[src/rtl/vram_pixel_reader.sv]
// Display-side framebuffer reader: fetches pixel words from the data-memory read port
// into a small prefetch FIFO and streams them out as RGB332 bytes, high byte first.
module vram_pixel_reader #(
    parameter int                ADDR_W      = 16,
    parameter logic [ADDR_W-1:0] BASE_ADDR   = 'h0100,
    parameter int                FRAME_WORDS = 9600,
    parameter int                FIFO_DEPTH  = 4
) (
    input  logic              clk,
    input  logic              rst,
    input  logic              enable,
    input  logic              frame_start,
    output logic              rd_en,
    output logic [ADDR_W-1:0] rd_addr,
    input  logic [15:0]       rd_data,
    output logic              pix_valid,
    input  logic              pix_ready,
    output logic [7:0]        pix_data,
    output logic              frame_end,
    output logic              underrun
);

    localparam int IDX_W = (FRAME_WORDS > 1) ? $clog2(FRAME_WORDS) : 1;
    localparam int PTR_W = (FIFO_DEPTH > 1) ? $clog2(FIFO_DEPTH) : 1;
    localparam int CNT_W = PTR_W + 2;
    localparam logic [IDX_W-1:0] LAST_IDX = IDX_W'(FRAME_WORDS - 1);

    typedef enum logic {IDLE, RUN} stateT;

    stateT             state;
    stateT             nextState;
    logic [IDX_W-1:0]  wordIdx;
    logic [PTR_W-1:0]  rdPtr;
    logic [PTR_W-1:0]  wrPtr;
    logic [PTR_W:0]    count;
    logic [CNT_W-1:0]  occupancy;
    logic              inflight;
    logic              inflightLast;
    logic              byteSel;
    logic              underrunSticky;
    logic              underrunNow;
    logic              push;
    logic              pop;
    logic              handshake;
    logic [15:0]       headWord;
    logic [15:0]       fifoWord [FIFO_DEPTH];
    logic              fifoLast [FIFO_DEPTH];

    assign pix_valid = (count != '0);
    assign headWord  = fifoWord[rdPtr];
    assign rd_addr   = BASE_ADDR + ADDR_W'(wordIdx);
    assign pix_data  = pix_valid ? (byteSel ? headWord[15:8] : headWord[7:0]) : 8'h00;
    assign frame_end = pop && fifoLast[rdPtr];
    assign underrun  = !frame_start && (underrunSticky || underrunNow);

    always_ff @(posedge clk or negedge rst) begin
        if (!rst) begin
            state <= IDLE;
        end else begin
            state <= nextState;
        end
    end

    // frame_start overrides everything this cycle: no new read, no handshake, no push.
    always_comb begin
        nextState   = state;
        rd_en       = 1'b0;
        push        = 1'b0;
        pop         = 1'b0;
        handshake   = 1'b0;
        underrunNow = 1'b0;
        occupancy   = CNT_W'(count) + CNT_W'(inflight);
        if (frame_start) begin
            nextState = RUN;
        end
        if (state == RUN && enable && !frame_start && occupancy < CNT_W'(FIFO_DEPTH)) begin
            rd_en = 1'b1;
        end
        push        = inflight && !frame_start;
        handshake   = pix_valid && pix_ready && !frame_start;
        pop         = handshake && !byteSel;
        underrunNow = (state == RUN) && pix_ready && !pix_valid && !frame_start;
    end

    always_ff @(posedge clk or negedge rst) begin
        if (!rst) begin
            wordIdx      <= '0;
            inflight     <= 1'b0;
            inflightLast <= 1'b0;
        end else begin
            inflight     <= rd_en;
            inflightLast <= rd_en && (wordIdx == LAST_IDX);
            if (frame_start) begin
                wordIdx <= '0;
            end else if (rd_en) begin
                wordIdx <= (wordIdx == LAST_IDX) ? '0 : wordIdx + IDX_W'(1);
            end
        end
    end

    always_ff @(posedge clk or negedge rst) begin
        if (!rst) begin
            rdPtr   <= '0;
            wrPtr   <= '0;
            count   <= '0;
            byteSel <= 1'b1;
        end else if (frame_start) begin
            rdPtr   <= '0;
            wrPtr   <= '0;
            count   <= '0;
            byteSel <= 1'b1;
        end else begin
            if (push) begin
                wrPtr <= wrPtr + PTR_W'(1);
            end
            if (pop) begin
                rdPtr <= rdPtr + PTR_W'(1);
            end
            case ({push, pop})
                2'b10:   count <= count + (PTR_W + 1)'(1);
                2'b01:   count <= count - (PTR_W + 1)'(1);
                default: count <= count;
            endcase
            if (handshake) begin
                byteSel <= ~byteSel;
            end
        end
    end

    // Tag each word with whether it is the last of the frame so frame_end needs no counter.
    always_ff @(posedge clk) begin
        if (push) begin
            fifoWord[wrPtr] <= rd_data;
            fifoLast[wrPtr] <= inflightLast;
        end
    end

    always_ff @(posedge clk or negedge rst) begin
        if (!rst) begin
            underrunSticky <= 1'b0;
        end else if (frame_start) begin
            underrunSticky <= 1'b0;
        end else if (underrunNow) begin
            underrunSticky <= 1'b1;
        end
    end

endmodule

[config.mk]
export PLATFORM = sky130hd
export DESIGN_NAME = vram_pixel_reader
export DESIGN_NICKNAME = d
export VERILOG_FILES = /design/src/rtl/vram_pixel_reader.sv
export SDC_FILE = /design/constraint.sdc
export NUM_CORES = 1
export LEC_CHECK = 0
export ABC_AREA = 1
export CORE_ASPECT_RATIO = 0.7
export CORE_UTILIZATION = 45
export CTS_CLUSTER_SIZE = 24
export DETAILED_ROUTE_END_ITERATION = 8
export GPL_ROUTABILITY_DRIVEN = 1
export GPL_TIMING_DRIVEN = 0
export HOLD_SLACK_MARGIN = 0.05
export PLACE_DENSITY = 0.66
export SLEW_MARGIN = 10
export SYNTH_ARGS = -nofsm -noshare
export SYNTH_HDL_FRONTEND = slang
export SYNTH_SLANG_ARGS = --single-unit
[constraint.sdc]
create_clock -name clk -period 2.25 [get_ports clk]
set_clock_uncertainty 0.1 [all_clocks]
set_input_delay 0.45 -clock clk [delete_from_list [all_inputs] [get_ports clk]]
set_output_delay 0.45 -clock clk [all_outputs]
set_load 0.05 [all_outputs]
==> key figures <==
Pwr
  • PwrDens: 661 mW/mm^2
  • Total power: 3.75 mW
  • Leak: 2.27 nW
  • Max rail drop VDD: 0.000464 V

CTS
  • CTS HTree Levels: 3
  • CTS Buf Count: 9
  • TritonCTS clock tree: built
  • CTS sink cnt: 94
  • Hold buffers post-CTS: 0
  • Clk_lat worst skew: 0.34 ns
  • Clk slew on worst S/H paths: roughly 0.070 ns
  • Clock root buffer: clkbuf_16
  • CTS Buffer Depth: 2

Place
  • Port Buf Inserts: 47
  • Placed Instance Area: 0.00505 sq mm
  • Gpl congestion: 0.828
  • HPWL Detailed: 6.83 mm

Die
  • Die Ht: 84.3 um
  • I/O pins: ~50
  • Row cnt: 29
  • Initial Util: between 40% and 50%
  • Area of the die: about 0.010 sq mm
  • Chip width: between 100 and 150 um
  • Core Footprint: 0.00922 sq mm

STA
  • Tmin final: about 2.3 ns
  • RSZ-0062 raised after global routing: yes
  • # setup viols final: 9
  • Fin crit share: 104%
  • Final slew viol count: 0
  • Worst-Margin Slew: about 0.61 ns
  • Max-slew headroom: about 60%
  • Max Clk Rate: between 400 and 500 MHz
  • Setup TNS: -0.532 ns
  • Worst hold margin: 0.0196 ns
  • Worst setup margin: -0.0850 ns
  • Final count of hold timing violations: 0

Synth
  • Top-area cell type share of the netlist area: between 40% and 50%
  • Synth area leader: edfxtp_1
  • Post-synthesis sequential area ratio: 61.9%
  • YS warnings: 0
  • Post-Syn Nets: 451
  • Cells after Synth: about 420
  • Async set-reset flop share out of synthesis: 27.7%
  • Flops & latches, synth: 94
  • EDFF count, synth: 68
  • Mapped Avg Cell Area: 10.3 sq um
  • Netlist Area Pre-Place: between 0.004 and 0.005 sq mm
  • Post-synth cell types: 36
  • Primary FF master, synth: edfxtp_1
  • Synth top area cells: edfxtp_1 (47%), dfrtp_1 (14%), nor2_1 (6.4%)

Worst setup path
  • Startpoint Class: flop
  • CP Data Required Time: between 1.5 and 2 ns
  • Worst Setup Path Type: flop to output pin
  • Crit-path max FO: 5
  • CP Capture Type: output pin
  • Arr. time, crit path: 1.78 ns

Global route
  • Vias in the first global route: 3206
  • Largest net degree at the start of global routing: 27
  • Gr usage total: ~22%
  • Initial antenna violation count: 0
  • GR Overflow Total: 0
  • First-pass GRT wire length: roughly 17 mm

Layout
  • Nets: 526
  • Share of layout cells above drive strength 1: 25.5%
  • Antenna Cells: 0
  • Finished Core Util: between 60 and 70%
  • Area grow syn2layout: 30.5%
  • Post-route cell area: roughly 0.0057 sq mm
  • # fillers: between 700 and 800

Status
  • Failing checks: negative setup slack
  • Status: complete, but fails checks

Drt
  • Wirelength, routed: 10.3 mm
  • Vias per cell: 5.14
  • Iter 0 DRT Violations: 256
  • Routed length per placed instance: 16.4 um
  • Drt pass-1 iters: 4
  • Detail Route Antenna Nets: 0
  • # DRC: 0
  • Vias: between 3000 and 4000

Hold path
  • Tightest Hold Check Type: primary input to asynchronous set/reset pin

Flow run
  • Max-Cap Viols: 0
[synth_stat cells (6+ instances only)]
master and n:
nand4_1 6, o21ai_0 46, inv_1 34, buf_2 9, a21oi_1 10, buf_4 11, ha_1 7, edfxtp_1 68
nand3_1 21, nor2_1 74, dfrtp_1 25, nand2_1 49, o22ai_1 16
[power by group]
group	internal, mW	switching, mW
registers	1.89	0.0164
clock network	0.850	0.621
logic	0.146	0.229
[state kept, by name, indices dropped and copies added, names as in the netlist]
| signal | flops |
|---|---|
| byteSel | 1 |
| wrPtr | 2 |
| fifoWord | 64 |
| wordIdx | 14 |
| inflight | 1 |
| underrunSticky | 1 |
| fifoLast | 4 |
| rdPtr | 2 |
| state | 1 |
| count | 3 |
| inflightLast | 1 |
[routing by layer]
layer  global-route usage, %  up-vias  wire (um)
met3                    4.48       11        537
met4                    5.80        0        114
li1                        -     1581          -
met5                       0        -          0
met1                    32.9     1554       5050
met2                    32.9       71       4590
[final cells by class]
type                    count  area (sq um)  area share (%)
multi-input cells         265          1520            26.7
well taps                 124           155            2.73
plain buffers              23           220            3.88
clock buffers               9           225            3.96
clock inverters             7          65.1            1.15
repair buffers             65           639            11.3
inverters                  39           163            2.86
flip-flops and latches     94          2700            47.5
[final timing paths]
path / cells after the start / slack (ns) / from / end
hold / removal: 1 / 0.02 / rst / wordIdx[2]$_DFFE_PN0P_
setup reg to reg: 9 / 0.32 / count[0]$_DFFE_PN0P_ / count[2]$_DFFE_PN0P_
hold reg to reg: 1 / 0.41 / underrunSticky$_DFFE_PN0P_ / underrunSticky$_DFFE_PN0P_
min in group clk: 1 / 0.41 / underrunSticky$_DFFE_PN0P_ / underrunSticky$_DFFE_PN0P_
max in group asynchronous: 1 / 1.59 / rst / wordIdx[9]$_DFFE_PN0P_
setup / recovery: 8 / -0.08 / rdPtr[0]$_DFFE_PN0P_ / pix_data[0]
[logic make-up (layout without fill, tap and decap cells)]
| group | count (synthesis) | in the layout | synth area share, % |
|---|---|---|---|
| simple gates | 171 | 171 | 17.8 |
| flops | 94 | 94 | 61.9 |
| compound gates | 80 | 80 | 9.83 |
| buf+inv | 63 | 143 | 6.90 |
| fa+ha+maj | 8 | 8 | 2.47 |
| xor+xnor | 5 | 5 | 1.01 |
| other cells | 1 | 1 | 0.0862 |
[worst max-delay path, cell delays in order, from the launching register on]
cell and delay [ns]:
dfrtp_1 0.35, buf_6 0.15, buf_6 0.12, clkbuf_16 0.15
o21ai_2 0.07, o22ai_2 0.20, nor2_1 0.06, nor2_1 0.16
buf_6 0.18
[cells in the final DEF (no fill, tap or decap), types with 4 or more instances in the layout]
master / instances
nand2_1: 49
a21oi_1: 10
o22ai_1: 4
buf_6: 15
o21ai_2: 9
xor2_1: 4
nor2_2: 10
clkinvlp_4: 5
o22ai_2: 11
nor2_1: 68
clkbuf_16: 10
nand4_1: 6
inv_1: 32
dfrtp_1: 22
buf_2: 6
edfxtp_1: 68
ha_1: 7
clkdlybuf4s50_1: 20
o21ai_1: 17
nand3_1: 21
buf_4: 23
o21ai_0: 25
buf_8: 7
dlygate4sd2_1: 8
[timing repair]
item	in CTS	in global routing
setup endpoints to repair	25	16
cloned	2	0
gates resized for setup	177	12
pin swaps	27	9
buffers inserted	11	1
[stage by stage]
step / std cells / worst slack, ns
global route: 626 / -0.151
global placement: 593 / -0.973
CTS: 625 / -0.0838
detailed placement: 597 / -0.867
finish: 626 / -0.0850
floorplan: 422 / 0.0227
No activity file was read; power rests on OpenSTA's default activity.
